`src/rtl/axil_reg_slave_if.sv`:
```
// AXI-Lite bus bundle between the register-bridge master and the register
// bank responder: 12-bit byte address, 32-bit data, byte strobes.
interface axil_reg_slave_if;
    logic [11:0] s_axil_awaddr;
    logic        s_axil_awvalid;
    logic        s_axil_awready;
    logic [31:0] s_axil_wdata;
    logic [3:0]  s_axil_wstrb;
    logic        s_axil_wvalid;
    logic        s_axil_wready;
    logic [1:0]  s_axil_bresp;
    logic        s_axil_bvalid;
    logic        s_axil_bready;
    logic [11:0] s_axil_araddr;
    logic        s_axil_arvalid;
    logic        s_axil_arready;
    logic [31:0] s_axil_rdata;
    logic [1:0]  s_axil_rresp;
    logic        s_axil_rvalid;
    logic        s_axil_rready;

    modport slave (
        input  s_axil_awaddr, s_axil_awvalid,
        output s_axil_awready,
        input  s_axil_wdata, s_axil_wstrb, s_axil_wvalid,
        output s_axil_wready,
        output s_axil_bresp, s_axil_bvalid,
        input  s_axil_bready,
        input  s_axil_araddr, s_axil_arvalid,
        output s_axil_arready,
        output s_axil_rdata, s_axil_rresp, s_axil_rvalid,
        input  s_axil_rready
    );

    modport master (
        output s_axil_awaddr, s_axil_awvalid,
        input  s_axil_awready,
        output s_axil_wdata, s_axil_wstrb, s_axil_wvalid,
        input  s_axil_wready,
        input  s_axil_bresp, s_axil_bvalid,
        output s_axil_bready,
        output s_axil_araddr, s_axil_arvalid,
        input  s_axil_arready,
        input  s_axil_rdata, s_axil_rresp, s_axil_rvalid,
        output s_axil_rready
    );
endinterface

```
`src/rtl/axil_reg_slave.sv`:
```
// AXI-Lite register bank responder. AW and W are captured independently and
// merged into a single commit; only one write response is ever outstanding.
// Reads complete one cycle after the AR handshake and are independent of
// writes (a same-edge read/commit on one register sees the old value).
module axil_reg_slave #(
    parameter int          NUM_REGS  = 16,
    parameter logic [31:0] RESET_VAL = 32'h0
) (
    input  logic                     axil_aclk,
    input  logic                     axil_rst,
    axil_reg_slave_if.slave          bus,
    output logic [NUM_REGS*32-1:0]   regs_o,
    output logic                     wr_pulse,
    output logic [9:0]               wr_idx
);

    localparam int IDX_W = (NUM_REGS > 1) ? $clog2(NUM_REGS) : 1;
    localparam logic [1:0] RESP_OKAY   = 2'b00;
    localparam logic [1:0] RESP_SLVERR = 2'b10;

    function automatic logic f_in_range(input logic [9:0] idx);
        return (int'(idx) < NUM_REGS);
    endfunction

    function automatic logic [IDX_W-1:0] f_slot(input logic [9:0] idx);
        return idx[IDX_W-1:0];
    endfunction

    logic        r_aw_full;
    logic [9:0]  r_aw_idx;
    logic        r_w_full;
    logic [31:0] r_wdata;
    logic [3:0]  r_wstrb;
    logic        r_bvalid;
    logic [1:0]  r_bresp;
    logic        r_rvalid;
    logic [31:0] r_rdata;
    logic [1:0]  r_rresp;
    logic [31:0] r_regs [NUM_REGS];
    logic        r_wr_pulse;
    logic [9:0]  r_wr_idx;

    logic        w_awready;
    logic        w_wready;
    logic        w_arready;
    logic        w_aw_hs;
    logic        w_w_hs;
    logic        w_ar_hs;
    logic        w_commit;
    logic        w_commit_ok;
    logic [9:0]  w_ar_idx;
    logic        w_ar_ok;
    logic        w_unused;

    // Readies are held low while reset is asserted and rise in the first
    // cycle after it; the byte-offset address bits are deliberately ignored.
    assign w_awready   = !axil_rst && !r_aw_full && !r_bvalid;
    assign w_wready    = !axil_rst && !r_w_full  && !r_bvalid;
    assign w_arready   = !axil_rst && !r_rvalid;
    assign w_aw_hs     = bus.s_axil_awvalid && w_awready;
    assign w_w_hs      = bus.s_axil_wvalid  && w_wready;
    assign w_ar_hs     = bus.s_axil_arvalid && w_arready;
    assign w_commit    = r_aw_full && r_w_full && !r_bvalid;
    assign w_commit_ok = w_commit && f_in_range(r_aw_idx);
    assign w_ar_idx    = bus.s_axil_araddr[11:2];
    assign w_ar_ok     = f_in_range(w_ar_idx);
    assign w_unused    = ^{bus.s_axil_awaddr[1:0], bus.s_axil_araddr[1:0]};

    assign bus.s_axil_awready = w_awready;
    assign bus.s_axil_wready  = w_wready;
    assign bus.s_axil_arready = w_arready;
    assign bus.s_axil_bvalid  = r_bvalid;
    assign bus.s_axil_bresp   = r_bresp;
    assign bus.s_axil_rvalid  = r_rvalid;
    assign bus.s_axil_rdata   = r_rdata;
    assign bus.s_axil_rresp   = r_rresp;
    assign wr_pulse           = r_wr_pulse;
    assign wr_idx             = r_wr_idx;

    genvar gk;
    generate
        for (gk = 0; gk < NUM_REGS; gk++) begin : g_flat
            assign regs_o[gk*32 +: 32] = r_regs[gk];
        end
    endgenerate

    // Hold slots for the write address and write data until both are present.
    always_ff @(posedge axil_aclk) begin
        if (axil_rst) begin
            r_aw_full <= 1'b0;
            r_w_full  <= 1'b0;
        end else begin
            if (w_aw_hs) begin
                r_aw_full <= 1'b1;
                r_aw_idx  <= bus.s_axil_awaddr[11:2];
            end else if (w_commit) begin
                r_aw_full <= 1'b0;
            end
            if (w_w_hs) begin
                r_w_full <= 1'b1;
                r_wdata  <= bus.s_axil_wdata;
                r_wstrb  <= bus.s_axil_wstrb;
            end else if (w_commit) begin
                r_w_full <= 1'b0;
            end
        end
    end

    // Write response: raised by a commit, held until the master takes it.
    always_ff @(posedge axil_aclk) begin
        if (axil_rst) begin
            r_bvalid <= 1'b0;
            r_bresp  <= RESP_OKAY;
        end else if (w_commit) begin
            r_bvalid <= 1'b1;
            r_bresp  <= w_commit_ok ? RESP_OKAY : RESP_SLVERR;
        end else if (r_bvalid && bus.s_axil_bready) begin
            r_bvalid <= 1'b0;
        end
    end

    // Register bank: byte-masked update on an in-range commit.
    always_ff @(posedge axil_aclk) begin
        if (axil_rst) begin
            for (int k = 0; k < NUM_REGS; k++) begin
                r_regs[k] <= RESET_VAL;
            end
        end else if (w_commit_ok) begin
            for (int b = 0; b < 4; b++) begin
                if (r_wstrb[b]) begin
                    r_regs[f_slot(r_aw_idx)][b*8 +: 8] <= r_wdata[b*8 +: 8];
                end
            end
        end
    end

    // Write-notify: one-cycle pulse and index of the last successful write.
    always_ff @(posedge axil_aclk) begin
        if (axil_rst) begin
            r_wr_pulse <= 1'b0;
            r_wr_idx   <= 10'd0;
        end else begin
            r_wr_pulse <= w_commit_ok;
            if (w_commit_ok) begin
                r_wr_idx <= r_aw_idx;
            end
        end
    end

    // Read path: capture data on AR handshake, hold until R handshake.
    always_ff @(posedge axil_aclk) begin
        if (axil_rst) begin
            r_rvalid <= 1'b0;
            r_rdata  <= 32'd0;
            r_rresp  <= RESP_OKAY;
        end else if (w_ar_hs) begin
            r_rvalid <= 1'b1;
            r_rdata  <= w_ar_ok ? r_regs[f_slot(w_ar_idx)] : 32'd0;
            r_rresp  <= w_ar_ok ? RESP_OKAY : RESP_SLVERR;
        end else if (r_rvalid && bus.s_axil_rready) begin
            r_rvalid <= 1'b0;
        end
    end

endmodule

```
`src/flat_wrapper.sv`:
```
// flat-port wrapper written by rule: the top's interface ports become plain ports
module axil_reg_slave_flat 
#(
    parameter int          NUM_REGS  = 16,
    parameter logic [31:0] RESET_VAL = 32'h0
)
  (axil_aclk, axil_rst, regs_o, wr_pulse, wr_idx, bus_s_axil_awaddr, bus_s_axil_awvalid, bus_s_axil_awready, bus_s_axil_wdata, bus_s_axil_wstrb, bus_s_axil_wvalid, bus_s_axil_wready, bus_s_axil_bresp, bus_s_axil_bvalid, bus_s_axil_bready, bus_s_axil_araddr, bus_s_axil_arvalid, bus_s_axil_arready, bus_s_axil_rdata, bus_s_axil_rresp, bus_s_axil_rvalid, bus_s_axil_rready);
  axil_reg_slave_if bus_i ();
  input  logic axil_aclk;
  input  logic axil_rst;
  output logic [NUM_REGS*32-1:0] regs_o;
  output logic wr_pulse;
  output logic [9:0] wr_idx;
  input wire logic [$bits(bus_i.s_axil_awaddr)-1:0] bus_s_axil_awaddr;
  input wire logic [$bits(bus_i.s_axil_awvalid)-1:0] bus_s_axil_awvalid;
  output wire logic [$bits(bus_i.s_axil_awready)-1:0] bus_s_axil_awready;
  input wire logic [$bits(bus_i.s_axil_wdata)-1:0] bus_s_axil_wdata;
  input wire logic [$bits(bus_i.s_axil_wstrb)-1:0] bus_s_axil_wstrb;
  input wire logic [$bits(bus_i.s_axil_wvalid)-1:0] bus_s_axil_wvalid;
  output wire logic [$bits(bus_i.s_axil_wready)-1:0] bus_s_axil_wready;
  output wire logic [$bits(bus_i.s_axil_bresp)-1:0] bus_s_axil_bresp;
  output wire logic [$bits(bus_i.s_axil_bvalid)-1:0] bus_s_axil_bvalid;
  input wire logic [$bits(bus_i.s_axil_bready)-1:0] bus_s_axil_bready;
  input wire logic [$bits(bus_i.s_axil_araddr)-1:0] bus_s_axil_araddr;
  input wire logic [$bits(bus_i.s_axil_arvalid)-1:0] bus_s_axil_arvalid;
  output wire logic [$bits(bus_i.s_axil_arready)-1:0] bus_s_axil_arready;
  output wire logic [$bits(bus_i.s_axil_rdata)-1:0] bus_s_axil_rdata;
  output wire logic [$bits(bus_i.s_axil_rresp)-1:0] bus_s_axil_rresp;
  output wire logic [$bits(bus_i.s_axil_rvalid)-1:0] bus_s_axil_rvalid;
  input wire logic [$bits(bus_i.s_axil_rready)-1:0] bus_s_axil_rready;
  assign bus_i.s_axil_awaddr = bus_s_axil_awaddr;
  assign bus_i.s_axil_awvalid = bus_s_axil_awvalid;
  assign bus_s_axil_awready = bus_i.s_axil_awready;
  assign bus_i.s_axil_wdata = bus_s_axil_wdata;
  assign bus_i.s_axil_wstrb = bus_s_axil_wstrb;
  assign bus_i.s_axil_wvalid = bus_s_axil_wvalid;
  assign bus_s_axil_wready = bus_i.s_axil_wready;
  assign bus_s_axil_bresp = bus_i.s_axil_bresp;
  assign bus_s_axil_bvalid = bus_i.s_axil_bvalid;
  assign bus_i.s_axil_bready = bus_s_axil_bready;
  assign bus_i.s_axil_araddr = bus_s_axil_araddr;
  assign bus_i.s_axil_arvalid = bus_s_axil_arvalid;
  assign bus_s_axil_arready = bus_i.s_axil_arready;
  assign bus_s_axil_rdata = bus_i.s_axil_rdata;
  assign bus_s_axil_rresp = bus_i.s_axil_rresp;
  assign bus_s_axil_rvalid = bus_i.s_axil_rvalid;
  assign bus_i.s_axil_rready = bus_s_axil_rready;
  axil_reg_slave #(.NUM_REGS(NUM_REGS), .RESET_VAL(RESET_VAL)) u_core (.axil_aclk(axil_aclk), .axil_rst(axil_rst), .bus(bus_i), .regs_o(regs_o), .wr_pulse(wr_pulse), .wr_idx(wr_idx));
endmodule
```
`config.mk`:
```
export PLATFORM = sky130hd
export DESIGN_NAME = axil_reg_slave_flat
export DESIGN_NICKNAME = d
export VERILOG_FILES = /design/src/rtl/axil_reg_slave_if.sv /design/src/rtl/axil_reg_slave.sv /design/src/flat_wrapper.sv
export SDC_FILE = /design/constraint.sdc
export NUM_CORES = 1
export LEC_CHECK = 0
export CORE_ASPECT_RATIO = 0.6
export CORE_MARGIN = 2
export CORE_UTILIZATION = 45
export DETAILED_ROUTE_END_ITERATION = 16
export PLACE_DENSITY = 0.84
export SETUP_SLACK_MARGIN = 0.02
export SYNTH_ARGS = -nofsm -noshare
export SYNTH_HDL_FRONTEND = slang
export SYNTH_SLANG_ARGS = --single-unit
```
`constraint.sdc`:
```
create_clock -name axil_aclk -period 2.4 [get_ports axil_aclk]
set_clock_uncertainty 0.15 [all_clocks]
set_input_delay 0.72 -clock axil_aclk [delete_from_list [all_inputs] [get_ports axil_aclk]]
set_output_delay 0.72 -clock axil_aclk [all_outputs]
set_load 0.02 [all_outputs]
```
; ---- After elaboration in Yosys (flattened, before gate mapping)
; Memories as Yosys holds them, arrays and structs flattened.
; Index checks and enable logic that the tools add are counted.
[word_totals]
regBits = 97
ramBits = 512
in_bits = 67
out_inout_bits = 564
wordCells = 72
n_memories = 1
[mem_list]
columns = memory, words, width, rd, rd_ports_with_merged_regs, wr, line
row1 = u_core.r_regs, 16, 32, 17, 0, 16, axil_reg_slave.sv:39  ; logic [31:0] r_regs [NUM_REGS];
[classes]
n_lt_le_gt_ge = 2
muxes = 31
n_bitwise = 1
n_reduce_logical = 25
[ops]
columns = op, n
row1 = $mux W32, 2
row2 = $reduce_or A32 Y1, 1
row3 = $mux W1, 25
row4 = $lt A10 B5 Y1 const B, 2
row5 = $logic_and A1 B1 Y1, 13
row6 = $mux W4, 2
row7 = $reduce_bool A2 Y1, 4
row8 = $logic_not A1 Y1, 5
row9 = $mux W2, 2
row10 = $reduce_and A2 Y1, 2
row11 = $not A1 Y1, 1

; ---- Depth between registers and ports, before layout
; Gate-level depths: netlist (run 1).
[depth]
depth_word = 8
depth_mapped = 7
mapped_depth_nobuf = 4

; ---- Worst setup path before layout (run 1)
; No wires, ideal clock.
[synth_path]
path_kind = input to register
start = input port axil_rst
end = register u_core.r_wdata[0] (enable)
setup_ps = 397
arrival_ps = 2430
required_ps = 1853
slack_ps = -578
stages = 3
path_buffers = 1
cell_sequence = buf_1 nor3_1 and2_1
[synth_via]
elab_chain_cells = 5
elab_cells_between_ends = 6
cone_classes = bitwise: 1 / reduce/logical: 5
[synth_rtl]
columns = element, line
row1 = start: declaration, flat_wrapper.sv:10  ; input logic axil_rst;
row2 = $logic_not A1 Y1, axil_reg_slave.sv:58  ; assign w_wready = !axil_rst && !r_w_full && !r_bvalid;
row3 = $logic_and A1 B1 Y1 (2 in series), axil_reg_slave.sv:58
row4 = named net bus_s_axil_wready, flat_wrapper.sv:20  ; output wire logic [$bits(bus_i.s_axil_wready)-1:0] bus_s_axil_wready;
row5 = $logic_and A1 B1 Y1, axil_reg_slave.sv:61  ; assign w_w_hs = bus.s_axil_wvalid && w_wready;
row6 = $reduce_and A2 Y1 (no line), -
row7 = end signal: assignment, axil_reg_slave.sv:101  ; r_wdata <= bus.s_axil_wdata;
row8 = end: declaration, axil_reg_slave.sv:32  ; logic [31:0] r_wdata;
; The timed path passes the listed nets, and every way through them passes these cells.
; A chain may end at the register's enable or synchronous reset.

==> impl_metrics.ini, run 1 <==
[clocking]
path_clk_slew_ps = 70
h-tree-depth = 2
cts_root_buffer = clkbuf_16
hold_buffers = 0
insertion_delay_ps = 600
numCtsBuffers = 54
cts_max_path_buffers = 3
clock_sinks = 607
cts_tree = yes

[place]
dp_hpwl_mm = 70.84
placed_cells = 3114
gp_congestion = 0.9549
io_buffer_count = 624

[critical_path]
crit_type = reg -> out
worstPathRequired_ps = 1530
worstPathCellList = dlygate4sd2_1
crit_fanout = 2
crit_path_max_incr_delay_ps = 510
cp.buffers_inverters = 1
critPathTopFamily = flip-flops
critPathLaunchType = flip-flop
slowest_stage = edfxtp_1
worst_ep_arrival_time_ps = 1490
cp-end-kind = primary output

[layout]
drive_gt1_share_pct = 20.15
final-seq-area_um2 = 17740
final_cells = 3224
final_core_util_pct = 61.68
n_fill_cell = 4438
multi_input_area_um2 = 8408
final_net_count = 2473
area_delta_synth_final_pct = 34.49

[detailed_routing]
wl_mm = 93.31
firstDrtPassIters = 5
post_drt_wl_per_cell_um = 28.94
drcViolationCount = 0
drtIter0Drc = 2435
vias = 18715
routed_via_density = 5.805
ant_nets = 0

[timing]
fmax_mhz = 424.0
fin_crit_sh_pct = 98.26
worst_pin_slew_ps = 705.8
slew_headroom_pct = 52.95
whs_ps = 307.1
rsz0062_at_grt = true
finalSetupTns_ps = 0
period_needed_ps = 2358
slew_viol_final = 0
finalSetupViolCount = 0
finalHoldViolCount = 0

[pwr]
p_per_area_nw_per_um2 = 646.6
p_leak_nw = 14.81
p_comb_share_pct = 9.2
swShare_pct = 24.05
vdd_drop_max_mv = 0.6739
p_int_mw = 17.52
clkPwrFrac_pct = 37.7
p_seq_share_pct = 53.1
p_sw_mw = 5.550

[die]
initial_core_util_pct = 45.86
fp-row-count = 68
pin_count = 631
die_w_um = 317.5
core_um2 = 57860
fp.dieArea_um2 = 60990
die_h_um = 192.1

[outcome]
run_status = finished, final reports clean

[logic_synthesis]
yosys_warnings = 0
synth_seq_area_share_pct = 66.85
synthArstFlopShare_pct = 0
synth_area_um2 = 26530
synth-seq-cells = 607
synthDistinctLibCells = 35
avgSynthCellArea_um2 = 15.79
synthFlopType = edfxtp_1
synth_edf_count = 558
synthCells = 1680

[global_route]
track_usage_pct = 29.97
grt-ovfl-total = 0
first_global_vias = 18701
grt_start_max_net_pins = 39
grt_antenna_before_repair = 6
grt_pass1_wl_mm = 130.8

[min_path]
hp-class = reg -> reg

[flow_run]
cap_viol_max_count = 0
==> power groups by stage <==
stage | clock network (mW) | registers (mW) | logic [mW]
after floorplan | 0 | 12.7 | 0.808
after global placement | 0 | 12.5 | 2.28
after detailed placement | 0 | 12.5 | 2.33
after CTS | 8.76 | 12.2 | 2.12
after global routing | 9.15 | 12.3 | 2.21
final | 8.70 | 12.2 | 2.13
==> per-stage QoR <==
step | cell area, um^2 | setup WS (ps) | power [mW]
2_1_floorplan | 26550 | 46.03 | 13.46
3_3_place_gp | 34580 | -414.1 | 14.74
3_5_place_dp | 34580 | -609.1 | 14.79
4_1_cts | 35640 | 22.71 | 23.12
5_1_grt | 35680 | -12.30 | 23.62
6_report | 35690 | 41.78 | 23.07
==> Yosys cell counts, types with 9 or more instances <==
cell type	number	share of area, %
edfxtp_1	558	63
and2_1	520	12
mux4_2	128	11
or2_2	64	1.5
clkbuf_1	59	0.83
dfxtp_1	49	3.7
nor2_1	45	0.64
mux2i_1	36	1.4
o21ai_0	33	0.62
a22oi_1	32	0.91
mux2_2	32	1.4
nor2_2	30	0.71
buf_2	14	0.26
buf_4	14	0.40
nor2b_1	12	0.28
buf_1	10	0.14
nand2_1	9	0.13
==> worst paths after layout <==
path | startpoint | end | slack (ps) | cells past startpoint
max | u_core.r_regs[15][31] | regs_o[511] | 40 | 1
min | u_core.wr_idx[8] | u_core.wr_idx[8] | 310 | 1
max reg2reg | u_core.r_aw_idx[0] | u_core.r_regs[5][25] | 70 | 4
min reg2reg | u_core.wr_idx[8] | u_core.wr_idx[8] | 310 | 1
==> state kept, by name, summed over array words and instances (netlist names), 4 cells and up <==
signal,flops
u_core.wr_idx,10
u_core.r_wdata,32
u_core.r_aw_idx,10
u_core.r_wstrb,4
u_core.r_regs,512
u_core.bus.s_axil_rdata,32
==> layout by cell type, fill, tap and decap left out, drive strengths merged, types with 7 or more instances in the layout <==
master | netlist | final
a22oi | 32 | 32
and2 | 520 | 520
buf | 38 | 148
clkbuf | 59 | 70
clkdlybuf4s50 | 0 | 58
clkinv | 0 | 27
dfxtp | 49 | 49
dlygate4sd2 | 0 | 553
edfxtp | 558 | 558
mux2 | 32 | 32
mux2i | 36 | 36
mux4 | 128 | 128
nand2 | 9 | 9
nand3 | 7 | 7
nand4 | 7 | 7
nor2 | 75 | 75
nor2b | 12 | 12
o21ai | 33 | 33
or2 | 64 | 64
==> cells by family after synthesis <==
family,synth area share (%)
AND/OR/NAND/NOR,16.22
flip-flops,66.85
other,0.01413
multiplexers,13.58
AO/OA/AOI/OAI,1.693
buffers and inverters,1.650
==> cell type report <==
cell class	instances	area share, %
tap	770	2.700
inverter	1	0.01052
clock inverter	34	0.7573
timing repair buffer	766	19.14
sequential	607	49.71
multi-input combinational	976	23.56
clock buffer	68	4.113
antenna	2	0.01402
==> repair_timing <==
action / CTS / global route
resized for setup: 571 / 7
buffers inserted: 2 / 4
pin swaps: 0 / 1
setup endpoints to repair: 561 / 70
==> layer usage <==
layer  part of all wire, %  vias to the layer above  track usage, %
met5                 0.055                        -               0
met2                    46                     1543           47.31
met4                   2.3                        8           8.059
met1                    38                     9337           41.40
li1                      -                     7643               -
met3                    14                      184           8.056
No activity file was read; power rests on OpenSTA's default activity.
==> run 2, diff against run 1 <==
CORE_ASPECT_RATIO = default   (was 0.6)
GPL_TIMING_DRIVEN = 0   (was default)
==> run 2 against run 1 <==
- the run now ends with negative setup slack left
- non-clock buffer count up 32
- hold slack better by 4.0 ps
- count of clock-buffer cells in the layout up 10
- die area down 0.11%
- critical path type is now in -> reg
- largest cell class unchanged
==> impl_metrics.ini, run 2 (synthesized netlist as in run 1, its figures left out) <==
[outcome]
run_status = finished with violations
violations = negative setup slack

[critical_path]
cp-end-kind = flip-flop
worstPathRequired_ps = 2730
crit_path_frequent_cell = buf_2
crit_type = in -> reg
worst_ep_arrival_time_ps = 2730
slowest_stage = buf_2
crit_path_max_incr_delay_ps = 410
crit_fanout = 10
cp.buffers_inverters = 3
worstPathCellList = buf_2 -> buf_2 -> buf_2 -> mux4_2 -> mux2i_1 -> o21ai_0
critPathLaunchType = primary input
critPathTopFamily = buffers and inverters

[die]
fp-row-count = 89
pin_count = 631
initial_core_util_pct = 45.21
fp.dieArea_um2 = 60920
die_w_um = 246.8
core_um2 = 58690
die_h_um = 246.8

[detailed_routing]
firstDrtPassIters = 5
ant_nets = 0
routed_via_density = 5.848
post_drt_wl_per_cell_um = 30.88
drtIter0Drc = 2205
vias = 19110
drcViolationCount = 0
wl_mm = 100.9

[clocking]
insertion_delay_ps = 620
cts_max_path_buffers = 3
hold_buffers = 0
cts_root_buffer = clkbuf_16
clock_sinks = 607
h-tree-depth = 2
cts_tree = yes
numCtsBuffers = 61
path_clk_slew_ps = 60

[place]
dp_hpwl_mm = 75.35
gp_congestion = 0.9998
pre_cts_slack_ps = -1729
io_buffer_count = 621
placed_area_um2 = 33730

[global_route]
grt-ovfl-total = 0
track_usage_pct = 32.46
first_global_vias = 18661
grt_antenna_before_repair = 4
grt_start_max_net_pins = 38
grt_pass1_wl_mm = 138.7

[pwr]
p_comb_share_pct = 9.5
p_sw_mw = 5.865
p_int_mw = 18.24
p_leak_nw = 14.91
p_seq_share_pct = 50.6
swShare_pct = 24.34
clkPwrFrac_pct = 39.9
p_total_mw = 24.10
vdd_drop_max_mv = 0.5932
p_per_area_nw_per_um2 = 661.6

[layout]
final_cell_mix = 558 x dlygate4sd2_1, 558 x edfxtp_1, 519 x and2_1
largest_register_ffs = 512
diodes = 0
area_delta_synth_final_pct = 37.29
final_net_count = 2512
fin_area_um2 = 36430
regMostFlops = u_core.r_regs
drive_gt1_share_pct = 22.00

[timing]
slew_headroom_pct = 13.66
period_needed_ps = 2401
rsz0062_at_grt = true
whs_ps = 311.1
finalSetupViolCount = 1
fin_crit_sh_pct = 100.0
finalHoldViolCount = 0
slew_viol_final = 0
fmax_mhz = 416.5
setup_ws_ps = -1.185
worst_pin_slew_ps = 1295

[flow_run]
cap_viol_max_count = 0

[min_path]
hp-class = reg -> reg
[run 2: changes by cell type in the layout (fill, tap and decap cells not counted), moves of 26 or more]
cell,previous run,this run
nor2_4,1,60
or2_4,0,55
nor2_2,30,4
nor2_1,44,11
or2_2,64,9
clkbuf_1,11,54
[run 2: per-stage QoR]
step	instances	TNS, ps	utilization, %
final	3268	-1.185	62.07
after global routing	3268	0	62.07
after CTS	3223	0	61.18
after detailed placement	3075	-1050240	57.48
after global placement	3075	-1040130	57.48
after floorplan	1681	0	-
[run 2: power groups by stage]
stage / sequential (mW) / combinational [mW] / clock, mW
after floorplan: 12.7 / 0.808 / 0
after global placement: 12.4 / 2.37 / 0
after detailed placement: 12.4 / 2.40 / 0
after CTS: 12.2 / 2.25 / 9.58
after global routing: 12.2 / 2.38 / 9.97
final: 12.2 / 2.29 / 9.61
[run 2: timing repair]
item / CTS / global route
setup endpoints to repair: 1607 / 480
buffers inserted: 39 / 45
pin swaps: 18 / 35
resized for setup: 758 / 67
[run 2: layout make-up]
| class | instances | area, um^2 |
|---|---|---|
| clock buffer | 78 | 1640 |
| multi-input combinational | 976 | 9080 |
| buffer | 93 | 506.7 |
| clock inverter | 35 | 346.6 |
| tap | 773 | 967.2 |
| fill | 4427 | 22260 |
| inverter | 1 | 3.754 |
| timing repair buffer | 705 | 6143 |
| sequential | 607 | 17740 |
[run 2: metal layers]
| layer | vias up | global-route usage, % | wire length, um |
|---|---|---|---|
| li1 | 7744 | - | - |
| met1 | 9763 | 42.32 | 37680 |
| met2 | 1379 | 53.45 | 48930 |
| met3 | 218 | 7.651 | 10280 |
| met4 | 6 | 11.37 | 3983 |
| met5 | - | 0 | 40 |
[run 2: worst reg2reg max path, delay by kind of cell (launching register included)]
| kind | cells | cell delay (ps) |
|---|---|---|
| and+or+nand+nor | 4 | 1160 |
| DFF | 1 | 510 |
| buffers and inverters | 1 | 220 |
[run 2: worst paths after layout]
kind / slack [ps] / start / cells past startpoint / endpoint
hold / removal: 310 / u_core.wr_idx[8] / 1 / u_core.wr_idx[8]
setup reg to reg: 50 / u_core.r_aw_idx[1] / 5 / u_core.r_regs[5][15]
hold reg to reg: 310 / u_core.wr_idx[8] / 1 / u_core.wr_idx[8]
setup / recovery: -1 / bus_s_axil_araddr[5] / 6 / u_core.bus.s_axil_rdata[27]
==> run 3, diff against run 2 <==
CORE_UTILIZATION = 31   (was 45)
PLACE_DENSITY = 0.64   (was 0.84)
==> run 3 against run 2 <==
- the run now ends clean
- utilization decreased by 16 points
- routed wire length increased by 13%
- count of clock-buffer cells in the layout up 14
- hold slack is essentially flat
==> impl_metrics.ini, run 3 (synthesized netlist as in run 1, its figures left out) <==
[layout]
n_fill_cell = 7423
regMostFlops = u_core.r_regs
final_net_count = 2545
drive_gt1_share_pct = 23.95
layout_commonest_cell = edfxtp_1
final_cell_mix = 558 x edfxtp_1, 519 x and2_1, 355 x dlymetal6s2s_1
largest_register_ffs = 512
fin_area_um2 = 39090
area_delta_synth_final_pct = 47.33

[timing]
finalHoldViolCount = 0
rsz0062_at_grt = true
setup_ws_ps = 9.134
period_needed_ps = 2391
slew_viol_final = 0
fin_crit_sh_pct = 99.62
worst_pin_slew_ps = 1275
finalSetupViolCount = 0
whs_ps = 310.7
fmax_mhz = 418.3
slew_headroom_pct = 14.63
finalSetupTns_ps = 0

[detailed_routing]
drcViolationCount = 0
drtIter0Drc = 1842
wl_mm = 113.7
ant_nets = 0
routed_via_density = 5.111
post_drt_wl_per_cell_um = 30.89
firstDrtPassIters = 7
vias = 18817

[place]
dp_hpwl_mm = 84.51
placed_area_um2 = 34200
pre_cts_slack_ps = -1924
io_buffer_count = 621
gp_congestion = 0.9030

[pwr]
p_total_mw = 25.57
p_per_area_nw_per_um2 = 654.1
p_leak_nw = 18.95
vdd_drop_max_mv = 0.4443

[global_route]
first_global_vias = 19155
grt-ovfl-total = 0
grt_antenna_before_repair = 10
grt_start_max_net_pins = 38
track_usage_pct = 25.02
grt_pass1_wl_mm = 150.8

[clocking]
insertion_delay_ps = 620
path_clk_slew_ps = 60
h-tree-depth = 3
cts_root_buffer = clkbuf_16
cts_tree = yes
clock_sinks = 607
hold_buffers = 0
numCtsBuffers = 69
cts_max_path_buffers = 3

[critical_path]
worstPathRequired_ps = 2730
cp-end-kind = flip-flop
crit_fanout = 10
crit_type = in -> reg
worst_ep_arrival_time_ps = 2720
r2r_start = u_core.r_aw_idx[6]
critPathLaunchType = primary input
crit_start = bus_s_axil_araddr[5]

[outcome]
run_status = finished, final reports clean

[die]
fp-row-count = 107
core_um2 = 85010
fp.dieArea_um2 = 87950
die_w_um = 296.6
initial_core_util_pct = 31.21
die_h_um = 296.6
pin_count = 631

[min_path]
hp-class = reg -> reg
min_from = u_core.wr_idx[7]

[flow_run]
cap_viol_max_count = 0
## run 3: area by class of cell
type	count	area [um^2]	area share, %
diodes	4	10.01	0.02560
plain buffers	92	624.3	1.597
clock buffers	92	1954	4.999
clock inverters	35	382.9	0.9794
inverters	1	3.754	0.009602
multi-input cells	976	9148	23.40
flip-flops and latches	607	17740	45.38
well taps	1144	1431	3.661
repair buffers	731	7799	19.95
## run 3: critical path, stage by stage
cell and delay [ps]:
clkbuf_2 400, clkbuf_1 820, mux4_2 430, mux2i_1 230, o21ai_0 110
## run 3: final timing paths
kind,end,depth (start not counted),slack (ps)
worst min-delay path,u_core.wr_idx[7],1,310
worst min register to register,u_core.wr_idx[7],1,310
worst max-delay path,u_core.bus.s_axil_rdata[21],5,9
worst max register to register,u_core.r_regs[7][6],8,50
## run 3: metal layers
layer	part of all wire [%]	vias up	wire length, um	global-route usage (%)
li1	-	7846	-	-
met1	39	9760	43790	31.04
met2	49	1035	55900	42.49
met3	9.0	174	10260	6.388
met4	3.3	2	3766	8.438
met5	0.011	-	13	0
## run 3: per-stage QoR
stage | utilization (%) | cells
finish | 45.99 | 3682
global route | 45.98 | 3679
CTS | 44.51 | 3656
detailed placement | 40.23 | 3446
global placement | 40.23 | 3446
floorplan | - | 1681
## run 3: what timing repair did
action,CTS,global route
setup buffers,87,20
gates cloned,1,2
setup endpoints to repair,1681,848
resized for setup,485,417
pin swaps,67,17
## run 3: where the power goes
| part | leakage (nW) | switching (mW) | internal [mW] |
|---|---|---|---|
| clock network | 1.14 | 4.55 | 6.35 |
| registers | 6.10 | 0.337 | 11.9 |
| logic | 11.7 | 1.46 | 1.01 |
